==> config.mk <==
export PLATFORM = sky130hd
export DESIGN_NAME = contador_modos
export DESIGN_NICKNAME = d
export VERILOG_FILES = /design/src/rtl/contador_pkg.sv /design/src/rtl/contador_prox.sv /design/src/rtl/contador_modos.sv
export SDC_FILE = /design/constraint.sdc
export NUM_CORES = 1
export LEC_CHECK = 0
export ABC_AREA = 1
export CAP_MARGIN = 5
export CORE_MARGIN = 2
export CORE_UTILIZATION = 43
export CTS_CLUSTER_DIAMETER = 200
export CTS_CLUSTER_SIZE = 12
export DETAILED_ROUTE_END_ITERATION = 10
export DONT_BUFFER_PORTS = 1
export PLACE_DENSITY = 0.68
export SLEW_MARGIN = 20
export SYNTH_ARGS = -nofsm -noshare
export SYNTH_HDL_FRONTEND = slang
export SYNTH_SLANG_ARGS = --single-unit
==> constraint.sdc <==
create_clock -name clock -period 2.39 [get_ports clock]
set_input_delay 0.239 -clock clock [delete_from_list [all_inputs] [get_ports clock]]
set_output_delay 0.239 -clock clock [all_outputs]
set_load 0.02 [all_outputs]
==> src/rtl/contador_pkg.sv <==
// contador_pkg: shared mode and direction constants for the contador_modos counter
package contador_pkg;
    localparam logic [1:0] MODO_SOBE    = 2'b00;
    localparam logic [1:0] MODO_DESCE   = 2'b01;
    localparam logic [1:0] MODO_CARREGA = 2'b10;
    localparam logic [1:0] MODO_PARA    = 2'b11;
    localparam logic DIR_SOBE  = 1'b0;
    localparam logic DIR_DESCE = 1'b1;
endpackage

==> src/rtl/contador_prox.sv <==
// contador_prox: combinational next-state logic (count, terminal pulse, direction)
// Ports: contador/direcao = current state; chaves = mode; limite = max count;
//        load_valor = load value; prox/fim/direcao_prox = next state.
module contador_prox
    import contador_pkg::*;
#(
    parameter int WIDTH  = 3,
    parameter int SATURA = 0
) (
    input  logic [WIDTH-1:0] contador,
    input  logic             direcao,
    input  logic [1:0]       chaves,
    input  logic [WIDTH-1:0] limite,
    input  logic [WIDTH-1:0] load_valor,
    output logic [WIDTH-1:0] prox,
    output logic             fim,
    output logic             direcao_prox
);
    // Boundaries are tested before stepping, so +1/-1 never overflow WIDTH bits.
    always_comb begin
        prox         = contador;
        fim          = 1'b0;
        direcao_prox = direcao;
        case (chaves)
            MODO_SOBE: begin
                direcao_prox = DIR_SOBE;
                if (contador < limite) prox = contador + WIDTH'(1);
                else begin
                    prox = (SATURA != 0) ? limite : '0;
                    fim  = 1'b1;
                end
            end
            MODO_DESCE: begin
                direcao_prox = DIR_DESCE;
                if (contador > limite) prox = limite;
                else if (contador != '0) prox = contador - WIDTH'(1);
                else begin
                    prox = (SATURA != 0) ? '0 : limite;
                    fim  = 1'b1;
                end
            end
            MODO_CARREGA: prox = (load_valor > limite) ? limite : load_valor;
            default: ;
        endcase
    end
endmodule

==> src/rtl/contador_modos.sv <==
// contador_modos: up/down/load/hold counter with programmable limit, wrap or saturate
// Ports: clock, reset (sync, active-high), enable, chaves (mode), load_valor,
//        limite; outputs contador, fim (terminal pulse), direcao (0 up, 1 down).
module contador_modos
    import contador_pkg::*;
#(
    parameter int WIDTH  = 3,
    parameter int SATURA = 0
) (
    input  logic             clock,
    input  logic             reset,
    input  logic             enable,
    input  logic [1:0]       chaves,
    input  logic [WIDTH-1:0] load_valor,
    input  logic [WIDTH-1:0] limite,
    output logic [WIDTH-1:0] contador,
    output logic             fim,
    output logic             direcao
);
    logic [WIDTH-1:0] prox;
    logic             fim_prox;
    logic             direcao_prox;

    contador_prox #(.WIDTH(WIDTH), .SATURA(SATURA)) u_prox (
        .contador     (contador),
        .direcao      (direcao),
        .chaves       (chaves),
        .limite       (limite),
        .load_valor   (load_valor),
        .prox         (prox),
        .fim          (fim_prox),
        .direcao_prox (direcao_prox)
    );

    always_ff @(posedge clock) begin
        if (reset) begin
            contador <= '0;
            fim      <= 1'b0;
            direcao  <= DIR_SOBE;
        end else if (!enable) begin
            fim <= 1'b0;
        end else begin
            contador <= prox;
            fim      <= fim_prox;
            direcao  <= direcao_prox;
        end
    end
endmodule

; After elaboration in Yosys (flattened, before gate mapping)
; Index checks and enable logic that the tools add are counted.
[word_totals]
out_inout_bits = 5
n_memories = 0
latch_bits = 0
regBits = 5
ram_bits = 0
romBits = 0
[op_classes]
bitwise_logic = 1
mux = 10
order_cmp = 3
reduce_logical = 7
shift = 0
n_div = 0
n_addsub = 2
multipliers = 0
eq_ne = 2
[ops]
columns = operator, n
row1 = $mux W3, 4
row2 = $pmux W3 S3, 1
row3 = $gt A3 B3 Y1, 2
row4 = $reduce_bool A3 Y1, 2
row5 = $pmux W1 S2, 2
row6 = $reduce_and A2 Y1, 2
row7 = $add A3 B1 Y3 const B, 1
row8 = $lt A3 B3 Y1, 1
row9 = $mux W1, 3
row10 = $sub A3 B1 Y3 const B, 1
row11 = $eq A2 B1 Y1 const B, 1
row12 = $eq A2 B2 Y1 const B, 1
row13 = $logic_not A2 Y1, 1
row14 = $reduce_bool A2 Y1, 1
row15 = $reduce_or A2 Y1, 1
row16 = $not A1 Y1, 1

; Depth between registers and ports, before layout
[depth]
ltp_word = 4
mapped_depth = 12
ltp_nobuf = 12

; Hierarchy
; From an unflattened synthesis, not the netlist that was laid out.
[hier_totals]
hier_cells = 111
area_unflattened_um2 = 661.9
[modules_own_cells]
columns = module, cells_each, seq_area_each_um2, n_inst, area_each_um2
row1 = contador_prox, 82, 0.0, 1, 454.2
row2 = contador_modos, 29, 100.1, 1, 207.7

; Least setup slack after synthesis
; OpenSTA, ideal clock, no wires.
[synth_path]
path_type = reg2reg
from = register contador[2]
to = register contador[2]
arrival_ns = 1.557
setup_slack_ns = 0.767
setup_time_ns = 0.066
path_stages_with_launch = 11
required_ns = 2.324
path_buffers = 0
path_cell_list = dfxtp_1 ha_1 a21oi_2 nand2_2 nand2_4 nand2_1 nand2_1 nand3_1 nand2_1 nand2_1 a21oi_2
[synth_between]
elab_chain_cells = 4
elab_cells_between_ends = 9
[synth_rtl]
columns = item, line
row1 = "start, declared", contador_modos.sv:16  ; output logic [WIDTH-1:0] contador,
row2 = "start signal, assigned", contador_modos.sv:43  ; contador <= prox;
row3 = $sub A3 B1 Y3 / $reduce_bool A3 Y1 (equally long branches), contador_prox.sv:36  ; else if (contador != '0) prox = contador - WIDTH'(1);
row4 = $mux W3, contador_prox.sv:36
row5 = $mux W3, contador_prox.sv:35  ; if (contador > limite) prox = limite;
row6 = $pmux W3 S3 (*), contador_prox.sv:24  ; case (chaves)
; Mark *: on every way between the ends. The rest lies on a longest branch, timed or not.
; A chain may end at the register's enable or synchronous reset.

; Worst setup path in the final report
[layout_path]
from = register contador[0]
to = register contador[1]
; Same word-level chain as after synthesis.

==> results.yml <==
floorplan:
  die_height_um: 42.8
  num_rows: 14
  coreArea_mm2: 0.00145
  dieWidth_um: 42.8
  die_area_mm2: 0.00183
  boundaryPins: 16
  start_util_pct: 44.6
place:
  dpl.hpwl_um: 1170
  port_buffers: 0
  routabilityCongestion: 0.774
  dp_cells: 117
  place_ws_ns: 0.629
timing:
  whs_ns: 0.0470
  max_freq_ghz: 0.565
  maxSlewHeadroom_pct: 75.3
  setup_ws_ns: 0.621
  tns_ns: 0
  finClkSkew_ns: 0.000117
  rsz0062_at_grt: "no"
  slew_violations: 0
  worst_pin_slew_ns: 0.371
  fin_crit_ns: 1.77
  finalHoldViolations: 0
  setup_viol: 0
  fin_crit_sh_pct: 74.0
worst_setup_path:
  crit_family: "simple AND/OR/NAND/NOR gates"
  slowest_delay_ns: 0.51
  crit_path_frequent_cell: "nand2_1"
  r2r_start: "contador[0]"
  end_kind: "flip-flop"
  ff2ff_path_depth: 12
  path_depth: 12
  critPathLaunchType: "flip-flop"
  critPathLaunch: "contador[0]"
  rrSetupSlack_ns: 0.62
  r2r_end: "contador[1]"
  crit_fanout: 5
  cp_data_required_time_ns: 2.53
  path_cells: "inv_1 -> ha_1 -> inv_1 -> nand3_1 -> nand2_2 -> nand2_4 -> nand2_1 -> nand2_1 -> nand2_1 -> nand3_1 -> nand2_1 -> a21oi_2"
  critPathCapture: "contador[1]"
  crit_path_top_delay_cell: "dfxtp_1"
  worst-path-buf-inv: 2
  worst_ep_arrival_time_ns: 1.91
  path_class: "reg -> reg"
clock_network:
  numCtsBuffers: 3
  tritoncts: "yes"
  htreeDepth: 1
  clockRootBuffer: "clkbuf_4"
  clock-sinks: 5
  cts_max_path_buffers: 2
  post_cts_buffers: 0
  clkSlewWorstSetupHoldPaths_ns: 0.04
  clk_latency_ns: 0.25
  cts_resized: 0
  cts_hold_buf: 0
power:
  p_int_uw: 204
  p_clk_share_pct: 29.8
  swShare_pct: 39.6
  combPwrFrac_pct: 40.0
  p_seq_share_pct: 30.1
  leakagePower_uw: 0.000370
  switchingPower_uw: 134
  power_density_mw_per_mm2: 480
  ir_drop_mv: 0.161
routing:
  drtIter0Drc: 14
  dr.pass1.iters: 4
  ant_nets: 0
  drc_errors: 0
  num_vias: 631
  wl_per_cell_um: 11.6
  routed_via_density: 5.21
  wirelength_um: 1400
synth:
  postSynthAreaPerCell_um2: 6.48
  yosys-top-cells-area: "ha_1 (25%), dfxtp_1 (15%), nand3_1 (15%), nand2_1 (12%), inv_1 (11%)"
  yosysTopAreaCellShare_pct: 25.1
  ys_types: 13
  ys_warn_count: 0
  synth_area_leader_cell: "ha_1"
  synthCells: 100
  syn_nets: 124
  netlist_area_um2: 648
  yosysSeqAreaShare_pct: 15.4
  synth-seq-cells: 5
cells_and_area:
  diodes: 0
  drive_above_1_share_pct: 9.52
  nets: 130
  post-route-util_pct: 48.3
  area_delta_synth_final_pct: 8.30
  final_cell_count_no_fill: 121
run:
  maxCapViolCount: 0
global_route:
  track_usage_pct: 18.4
  antenna_found_initial: 0
  grt_max_degree: 8
  grt_pass1_wl_um: 2540
  globalRouteOverflowTotal: 0
  grt_pass1_vias: 649
worst_hold_path:
  min_path_type: "in -> reg"
outcome:
  status: "finished, final reports clean"
==> kinds of logic (layout without fill, tap and decap cells) <==
| family | Yosys count | after routing | share of synthesized area (%) |
|---|---|---|---|
| simple gates | 48 | 48 | 33.6 |
| buf+inv | 19 | 24 | 11.0 |
| fa+ha+maj | 13 | 13 | 25.1 |
| compound gates | 13 | 13 | 12.2 |
| flops | 5 | 5 | 15.4 |
| xor+xnor | 2 | 2 | 2.70 |
==> how the worst min path moves through the flow <==
stage / start / to / slack, ns / cells past startpoint
2_1_floorplan: reset / contador[1] / 0.30 / 1
3_3_place_gp: reset / contador[1] / 0.30 / 1
3_5_place_dp: reset / contador[1] / 0.30 / 1
4_1_cts: reset / contador[1] / 0.04 / 1
5_1_grt: reset / contador[1] / 0.02 / 1
6_report: reset / contador[1] / 0.05 / 1
==> state kept, by name, indices dropped and copies added, names as in the netlist <==
name      count
fim           1
direcao       1
contador      3
==> layer usage <==
| layer | track usage, % | up-vias | wire length (um) |
|---|---|---|---|
| li1 | - | 335 | - |
| met1 | 20.8 | 281 | 612 |
| met2 | 32.1 | 13 | 716 |
| met3 | 5.11 | 2 | 56 |
| met4 | 7.50 | 0 | 14 |
| met5 | 0 | - | 0 |
==> cell usage after synthesis <==
cell type	n
xnor2_1	2
ha_1	13
a21oi_2	3
inv_1	19
nand2_2	2
dfxtp_1	5
o21ai_0	4
nand2_4	1
nor2_1	4
nand2_1	21
nand3_1	20
a21oi_1	5
a22oi_1	1
==> layout make-up <==
class,count,area (um^2)
Clock buffer,4,26.3
Fill cell,164,752
Inverter,19,71.3
Multi-Input combinational cell,76,477
Sequential cell,5,100
Tap cell,16,20.0
Timing Repair Buffer,1,7.51
==> power by group through the flow <==
stage / registers [uW] / clock network, uW / logic [uW]
2_1_floorplan: 104 / 0 / 106
3_3_place_gp: 103 / 0 / 131
5_1_grt: 102 / 117 / 156
4_1_cts: 102 / 103 / 136
3_5_place_dp: 103 / 0 / 135
6_report: 102 / 101 / 135
==> cell usage in the layout, fill, tap and decap left out <==
cell type,n
xnor2_1,2
a21oi_2,3
nor2_1,4
nand3_1,20
ha_1,13
dfxtp_1,5
nand2_1,21
a21oi_1,5
nand2_4,1
clkbuf_4,3
inv_1,19
o21ai_0,4
nand2_2,2
buf_4,1
clkbuf_1,1
a22oi_1,1
==> worst register-to-register path, cell delays in order (launching register included) <==
cell	delay, ns
dfxtp_1	0.51
inv_1	0.17
ha_1	0.21
inv_1	0.05
nand3_1	0.10
nand2_2	0.17
nand2_4	0.08
nand2_1	0.06
nand2_1	0.05
nand2_1	0.06
nand3_1	0.08
nand2_1	0.09
a21oi_2	0.05
==> per-stage QoR <==
stage,instance area [um^2],total power (uW)
floorplan,648,210
global placement,676,233
detailed placement,676,238
CTS,702,341
global route,702,375
finish,702,337
No activity file was read; power rests on OpenSTA's default activity.
